==> src/rtl/rob_param.sv <==
// Parametrised reorder buffer: in-order allocate/commit, out-of-order writeback,
// wrap-bit head/tail pointers and a single-cycle squash when a mispredicted branch commits.
module rob_param #(
    parameter int DEPTH = 8,
    parameter int TAG_W = $clog2(DEPTH),
    parameter int RD_W  = 5
) (
    input  logic             clk,
    input  logic             rst_n,
    input  logic             i_alloc_valid,
    output logic             o_alloc_ready,
    input  logic [RD_W-1:0]  i_alloc_rd,
    input  logic             i_alloc_writes_rd,
    input  logic             i_alloc_is_branch,
    input  logic             i_alloc_is_store,
    output logic [TAG_W-1:0] o_alloc_tag,
    input  logic             i_wb_valid,
    input  logic [TAG_W-1:0] i_wb_tag,
    input  logic             i_wb_mispredict,
    output logic             o_commit_valid,
    input  logic             i_commit_ready,
    output logic [TAG_W-1:0] o_commit_tag,
    output logic [RD_W-1:0]  o_commit_rd,
    output logic             o_commit_regfile_load,
    output logic             o_commit_is_store,
    output logic             o_commit_mispredict,
    output logic             o_flush,
    output logic [TAG_W:0]   o_count,
    output logic             o_full,
    output logic             o_empty,
    output logic [DEPTH-1:0] o_valid_vec,
    output logic [DEPTH-1:0] o_alloc_vec
);

    localparam logic [TAG_W:0] PTR_ONE = {{TAG_W{1'b0}}, 1'b1};

    logic [TAG_W:0]   r_head;
    logic [TAG_W:0]   r_tail;
    logic [DEPTH-1:0] r_alloc;
    logic [DEPTH-1:0] r_done;
    logic [DEPTH-1:0] r_mispred;
    logic [DEPTH-1:0] r_writes_rd;
    logic [DEPTH-1:0] r_is_branch;
    logic [DEPTH-1:0] r_is_store;
    logic [RD_W-1:0]  r_rd [DEPTH];

    logic [TAG_W-1:0] w_head_idx;
    logic [TAG_W-1:0] w_tail_idx;
    logic             w_full;
    logic             w_alloc_fire;
    logic             w_commit_fire;
    logic             w_flush;
    logic             w_wb_hit;
    logic [DEPTH-1:0] w_alloc_sel;
    logic [DEPTH-1:0] w_commit_sel;
    logic [DEPTH-1:0] w_wb_sel;

    assign w_head_idx = r_head[TAG_W-1:0];
    assign w_tail_idx = r_tail[TAG_W-1:0];

    // Same slot with opposite lap bits means the tail has lapped the head.
    assign w_full  = (r_head[TAG_W] != r_tail[TAG_W]) && (w_head_idx == w_tail_idx);
    assign o_full  = w_full;
    assign o_empty = (r_head == r_tail);
    assign o_count = r_tail - r_head;

    assign o_commit_valid        = r_alloc[w_head_idx] & r_done[w_head_idx];
    assign o_commit_tag          = w_head_idx;
    assign o_commit_rd           = r_rd[w_head_idx];
    assign o_commit_regfile_load = o_commit_valid & r_writes_rd[w_head_idx]
                                   & (r_rd[w_head_idx] != '0);
    assign o_commit_is_store     = r_alloc[w_head_idx] & r_is_store[w_head_idx];
    assign o_commit_mispredict   = r_alloc[w_head_idx] & r_is_branch[w_head_idx]
                                   & r_mispred[w_head_idx];

    assign w_commit_fire = o_commit_valid & i_commit_ready;
    assign w_flush       = w_commit_fire & o_commit_mispredict;
    assign o_flush       = w_flush;

    assign o_alloc_ready = ~w_full & ~w_flush;
    assign o_alloc_tag   = w_tail_idx;
    assign w_alloc_fire  = i_alloc_valid & o_alloc_ready;
    assign w_wb_hit      = i_wb_valid & r_alloc[i_wb_tag] & ~w_flush;

    assign o_valid_vec = r_done;
    assign o_alloc_vec = r_alloc;

    // One-hot entry selects for the three ports that touch per-entry state.
    for (genvar gi = 0; gi < DEPTH; gi++) begin : g_sel
        assign w_alloc_sel[gi]  = w_alloc_fire  && (w_tail_idx == TAG_W'(gi));
        assign w_commit_sel[gi] = w_commit_fire && (w_head_idx == TAG_W'(gi));
        assign w_wb_sel[gi]     = w_wb_hit      && (i_wb_tag   == TAG_W'(gi));
    end

    always_ff @(posedge clk or negedge rst_n) begin
        if (!rst_n) begin
            r_head <= '0;
            r_tail <= '0;
        end else if (w_flush) begin
            r_head <= r_head + PTR_ONE;
            r_tail <= r_head + PTR_ONE;
        end else begin
            if (w_alloc_fire)  r_tail <= r_tail + PTR_ONE;
            if (w_commit_fire) r_head <= r_head + PTR_ONE;
        end
    end

    always_ff @(posedge clk or negedge rst_n) begin
        if (!rst_n) begin
            r_alloc     <= '0;
            r_done      <= '0;
            r_mispred   <= '0;
            r_writes_rd <= '0;
            r_is_branch <= '0;
            r_is_store  <= '0;
            for (int i = 0; i < DEPTH; i++) r_rd[i] <= '0;
        end else if (w_flush) begin
            r_alloc   <= '0;
            r_done    <= '0;
            r_mispred <= '0;
        end else begin
            for (int i = 0; i < DEPTH; i++) begin
                // Later assignments win: a writeback racing the commit of its own entry is dropped.
                if (w_wb_sel[i]) begin
                    r_done[i]    <= 1'b1;
                    r_mispred[i] <= i_wb_mispredict & r_is_branch[i];
                end
                if (w_commit_sel[i]) begin
                    r_alloc[i] <= 1'b0;
                    r_done[i]  <= 1'b0;
                end
                if (w_alloc_sel[i]) begin
                    r_alloc[i]     <= 1'b1;
                    r_done[i]      <= 1'b0;
                    r_mispred[i]   <= 1'b0;
                    r_rd[i]        <= i_alloc_rd;
                    r_writes_rd[i] <= i_alloc_writes_rd;
                    r_is_branch[i] <= i_alloc_is_branch;
                    r_is_store[i]  <= i_alloc_is_store;
                end
            end
        end
    end

endmodule

==> config.mk <==
export PLATFORM = sky130hd
export DESIGN_NAME = rob_param
export DESIGN_NICKNAME = d
export VERILOG_FILES = /design/src/rtl/rob_param.sv
export SDC_FILE = /design/constraint.sdc
export NUM_CORES = 1
export LEC_CHECK = 0
export BUFFER_PORTS_ARGS = -buffer_cell sky130_fd_sc_hd__buf_2
export CORE_MARGIN = 2
export CORE_UTILIZATION = 46
export CTS_BUF_LIST = sky130_fd_sc_hd__clkbuf_2
export DETAILED_ROUTE_END_ITERATION = 12
export SYNTH_ARGS = -nofsm -noshare
export SYNTH_HDL_FRONTEND = slang
export SYNTH_SLANG_ARGS = --single-unit
==> constraint.sdc <==
create_clock -name clk -period 4.31 [get_ports clk]
set_input_delay 0 -clock clk [delete_from_list [all_inputs] [get_ports clk]]
set_output_delay 0 -clock clk [all_outputs]
set_load 0.01 [all_outputs]
## Word-level counts from Yosys, hierarchy flattened

Cells that the tools add are included.

- $lt $le $gt $ge: 3
- Add/sub/neg operators: 3
- Muxes and demuxes: 80
- Bitwise logic cells: 23
- Reduce and logical (&&, ||, !) cells: 63
- Equal/unequal tests: 24

Operators by type and width:

| cell | count |
|---|---|
| $mux W1 | 63 |
| $reduce_bool A3 Y1 | 16 |
| $eq A3 B3 Y1 const B | 12 |
| $reduce_bool A4 Y1 | 8 |
| $logic_and A1 B1 Y1 | 25 |
| $mux W8 | 3 |
| $bmux W1 S3 | 7 |
| $and A1 B1 Y1 | 20 |
| $eq A3 B2 Y1 const B | 6 |
| $mux W4 | 4 |
| $reduce_and A2 Y1 | 8 |
| $bmux W5 S3 | 1 |
| $mux W5 | 2 |
| $eq A3 B1 Y1 const B | 3 |
| $logic_not A3 Y1 | 3 |
| $add A4 B1 Y4 const B | 2 |
| $lt A3 B4 Y1 const B | 2 |
| $reduce_bool A5 Y1 | 1 |
| $eq A4 B4 Y1 | 1 |
| $ge A4 B4 Y1 const B | 1 |
| $not A3 Y4 | 1 |
| $reduce_bool A2 Y1 | 2 |
| $sub A4 B4 Y4 | 1 |
| $eq A3 B3 Y1 | 1 |
| other kinds (2) | 3 |

- Register bits: 96
- Output and inout bits: 39
- Input bits: 17
- Logic and storage cells: 254

## Longest topological paths before layout

- Depth after elaboration: 12
- Depth in mapped cells: 10
- Depth with buffers taken out: 6

## Worst setup path after synthesis

OpenSTA, ideal clock, no wires.

- Path type: register -> register
- Start: reg r_head[1]
- End: reg r_is_branch[0]
- Arrival time: 2897 ps
- Cell stages (with the launch flop): 10
- Data required time: 4185 ps
- Period minus slack after synthesis: 3022 ps
- Library setup time: 125 ps
- Buffers on the path: 3
- Setup slack: 1288 ps
- Cells stage by stage: dfrtp_1 > buf_2 > buf_1 > inv_1 > ha_1 > a41oi_1 > clkbuf_1 > nand3_1 > a21oi_4 > mux2_4

- Longest elaborated chain between the ends: 10
- Elaborated cells between the ends (all ways): 21
- Classes of those cells: 1 x eq/ne; 8 x mux; 9 x bitwise; 3 x reduce/logical

RTL lines:

| element | line | source |
|---|---|---|
| start: declaration | 37 | `logic [TAG_W:0] r_head;` |
| start signal: assignment | 100 | `r_head <= r_head + PTR_ONE;` |
| start signal: assignment | 104 | `if (w_commit_fire) r_head <= r_head + PTR_ONE;` |
| $bmux W1 S3, on equally long branches | 67, 73 |  |
| $mux W1, on equally long branches | 67, 73 |  |
| $and A1 B1 Y1, on equally long branches | 67, 73 |  |
| $and A1 B1 Y1, on equally long branches | 76, 74 |  |
| $and A1 B1 Y1 | 77 | `assign w_flush = w_commit_fire & o_commit_mispredict;` |
| $not A1 Y1 (no line) | n/a |  |
| $and A1 B1 Y1 | 80 | `assign o_alloc_ready = ~w_full & ~w_flush;` |
| $and A1 B1 Y1 | 82 | `assign w_alloc_fire = i_alloc_valid & o_alloc_ready;` |
| $logic_and A1 B1 Y1 | 90 | `assign w_alloc_sel[gi] = w_alloc_fire && (w_tail_idx == TAG_W'(gi));` |
| $reduce_and A2 Y1 (no line) * | n/a |  |
| end signal: indexed assignment | 138 | `r_is_branch[i] <= i_alloc_is_branch;` |
| end: declaration | 43 | `logic [DEPTH-1:0] r_is_branch;` |

Mark *: on every way between the ends. The rest lies on a longest branch, timed or not. The select of a mux whose other input is x is not followed.
A chain may end at the register's enable or synchronous reset.

## Final worst setup path

- Start: reg r_head[2]
- End: out o_alloc_ready

- Longest elaborated chain between the ends: 7
- Elaborated cells between the ends (all ways): 18
- Classes of those cells: 1 x eq/ne; 8 x mux; 8 x bitwise; 1 x reduce/logical

RTL lines:

| element | line | source |
|---|---|---|
| $bmux W1 S3, on equally long branches | 67, 73 |  |
| $mux W1, on equally long branches | 67, 73 |  |
| $and A1 B1 Y1, on equally long branches | 67, 73 |  |
| $and A1 B1 Y1, on equally long branches | 76, 74 |  |
| $and A1 B1 Y1 | 77 |  |
| $not A1 Y1 (no line) | n/a |  |
| $and A1 B1 Y1 * | 80 |  |
| end: declaration | 11 | `output logic o_alloc_ready,` |

Marked as above.

==> out/results.ini <==
[floorplan]
die_area_um2 = 12200
fp.dieH_um = 110
fp-row-count = 38
core_area_um2 = 10900
start_util_pct = 47.6
fp.dieW_um = 110
ioPinCount = 56

[global_route]
grt_antenna_before_repair = 0
grt_max_degree = 76
grt_pass1_vias = 3526
grt.overflow.total = 0
grt_usage_pct = 22.7
grt_pass1_wl_mm = 20.3

[flow_run]
cap_violations = 0

[timing]
finalSetupTns_ns = 0
fmax_mhz = 255
setup_viol = 0
rsz0062_at_grt = no
finalHoldViolCount = 0
slew_headroom_pct = 32.7
tightest_slew_ns = 1.01
fin_skew_ns = 0.0276
finalCritPeriodShare_pct = 90.9
fin_ws_ns = 0.393
final_max_slew_viol_count = 0
min_period_ns = 3.92
whs_ns = 0.0199

[cts]
clk_latency_ns = 0.55
htreeDepth = 3
clock_tree.buffer_depth = 2
cts_root_buffer = clkbuf_2
path_clk_slew_ns = 0.26
cts_inserted_buffers = 9
cts_num_sinks = 96
cts_tree = yes

[route]
wl_per_cell_um = 20.3
first_pass_iters = 4
vias_per_cell = 5.74
ant_nets = 0
drt-total-wl_mm = 12.7
drc = 0
vias = 3599
first_iter_violations = 188

[layout]
area_delta_synth_final_pct = 11.4
final_nets = 516
drive_gt1_share_pct = 25.3
stdcell_count = 627
n_antenna_cell = 0

[critical_path]
critPathArrivalTime_ns = 3.92
startpoint_type = register
crit_path_end_kind = primary output
crit_fanout = 17
worstSetupPathType = reg2out
required_ns = 4.31

[yosys]
ys_ff_latch = 96
ys_seq_area_share_pct = 46.2
netlist_area_um2 = 5200
avgSynthCellArea_um2 = 12.4
syn_inst = 419
yosysUniqueCellTypes = 46
yosys_warnings = 0
syn-num-nets = 452

[place]
place_inst = 594
place_congestion = 0.864
dp_hpwl_mm = 8.78
post-place-ws_ns = 0.860
place.port_buffers = 55

[pwr]
leakage_nw = 2.70
vdd.ir_drop.worst_v = 0.000337
power_density_nw_per_um2 = 727

[worst_hold_path]
hold_class = in2reg

[run_status]
outcome = finished, final reports clean

-- routing by layer --
layer	vias to the layer above	global-route usage [%]	routed length, µm
li1	1650	-	-
met1	1839	34.2	6220
met2	92	34.4	5820
met3	18	2.88	479
met4	0	6.79	207
met5	-	0	0
-- stage by stage --
stage               instance area, µm²  util (%)  power, W
finish                            5800      53.0   0.00421
global route                      5800      53.0   0.00455
CTS                               5800      53.0   0.00424
detailed placement                5530      50.6   0.00386
global placement                  5530      50.6   0.00381
floorplan                         5200         -   0.00323
-- path summary, 6_finish.rpt --
check                               from             end  depth (start not counted)  slack (ns)
min reg2reg                     r_rd[11]        r_rd[11]                          1        0.52
min in group asynchronous          rst_n        r_rd[23]                          3        0.19
max in group asynchronous          rst_n       r_head[0]                          3        2.99
max                            r_head[2]   o_alloc_ready                          7        0.39
max reg2reg                    r_head[2]   r_is_store[6]                          5        0.87
min                        i_alloc_valid  o_alloc_vec[5]                          6        0.02
-- logic make-up (layout without fill, tap and decap cells) --
| kind of cell | Yosys count | in the layout | synth area share [%] |
|---|---|---|---|
| compound gates | 67 | 67 | 10.8 |
| xor+xnor | 8 | 8 | 1.35 |
| fa+ha+maj | 16 | 16 | 3.99 |
| buf+inv | 46 | 114 | 4.69 |
| flops | 96 | 96 | 46.2 |
| mux | 90 | 90 | 23.9 |
| simple gates | 96 | 96 | 9.06 |
-- worst max-delay path, stage by stage, from the launching register on --
cell,delay [ns]
dfrtp_1,0.82
inv_1,0.46
nor4_1,0.63
o41ai_2,0.27
nor2_1,0.64
buf_4,0.34
nor2_1,0.07
buf_2,0.14
-- state kept, by name, summed over array words and instances (netlist names) --
| name | flops |
|---|---|
| r_rd | 40 |
| o_alloc_vec | 8 |
| o_valid_vec | 8 |
| r_is_branch | 8 |
| r_is_store | 8 |
| r_mispred | 8 |
| r_writes_rd | 8 |
| r_head | 4 |
| r_tail | 4 |
-- power by group --
part	internal (W)	total (W)	switching [W]	leakage, nW
sequential	0.00133	0.00171	0.000388	1.16
combinational	0.00106	0.00212	0.00106	1.48
clock	0.0000748	0.000377	0.000302	0.0535
-- cells in the mapped netlist, drive strengths merged --
library cell	n	area share (%)
nand3	24	2.3
mux2i	12	2.3
or4	2	0.29
and3	3	0.36
xor2	5	0.84
nor3	4	0.38
nand4	3	0.36
xnor2	3	0.50
nor2	9	0.65
o21ai	11	1.1
o41ai	1	0.31
a31o	2	0.34
a21o	4	0.58
o21a	2	0.29
nand2b	4	0.48
ha	15	3.6
nor2b	4	0.48
and3b	3	0.50
clkbuf	4	0.29
inv	21	1.6
dfrtp	96	46
o41a	1	0.41
nor4	2	0.24
fa	1	0.38
a2111oi	3	0.91
nand3b	3	0.43
a41oi	1	0.17
buf	21	2.8
o211a	7	1.3
mux2	64	16
o211ai	4	0.58
a21oi	14	2.4
and2	1	0.12
nand2	34	2.5
o2bb2ai	3	0.50
a211oi	9	1.3
o22ai	5	0.60
mux4	14	6.1
-- placed cells by master, fill, tap and decap left out, types with 3 or more instances in the layout --
cell / synthesis / final
buf_4: 6 / 6
a21o_1: 4 / 4
nor2_1: 9 / 9
o21ai_0: 9 / 9
buf_2: 7 / 54
clkbuf_2: 0 / 10
mux2_4: 24 / 24
nand3b_1: 3 / 3
dlygate4sd3_1: 0 / 18
xor2_1: 5 / 5
ha_1: 15 / 15
a21oi_1: 9 / 9
o2bb2ai_1: 3 / 3
nand2b_1: 4 / 4
o22ai_1: 5 / 5
and3_1: 3 / 3
mux2i_1: 12 / 12
nand2_1: 34 / 34
dfrtp_1: 96 / 95
and3b_1: 3 / 3
a211oi_1: 9 / 9
mux4_2: 14 / 14
nand3_1: 24 / 24
mux2_1: 40 / 40
nor3_1: 4 / 4
inv_1: 20 / 20
nor2b_1: 4 / 4
a21oi_4: 5 / 5
nand4_1: 3 / 3
xnor2_1: 3 / 3
o211ai_1: 4 / 4
o211a_1: 7 / 7
-- timing repair --
item                      CTS  global route
hold endpoints to repair  168             0
buffers inserted            0             0
resized for setup           0             0
hold buffers               18             0
-- layout make-up --
class                           count  area (µm²)
Inverter                           21        81.3
Fill cell                         997        5140
Sequential cell                    96        2400
Clock inverter                      5        32.5
Clock buffer                       10        50.0
Multi-Input combinational cell    277        2560
Timing Repair Buffer               78         495
Tap cell                          140         175
No activity file was read; power rests on OpenSTA's default activity.
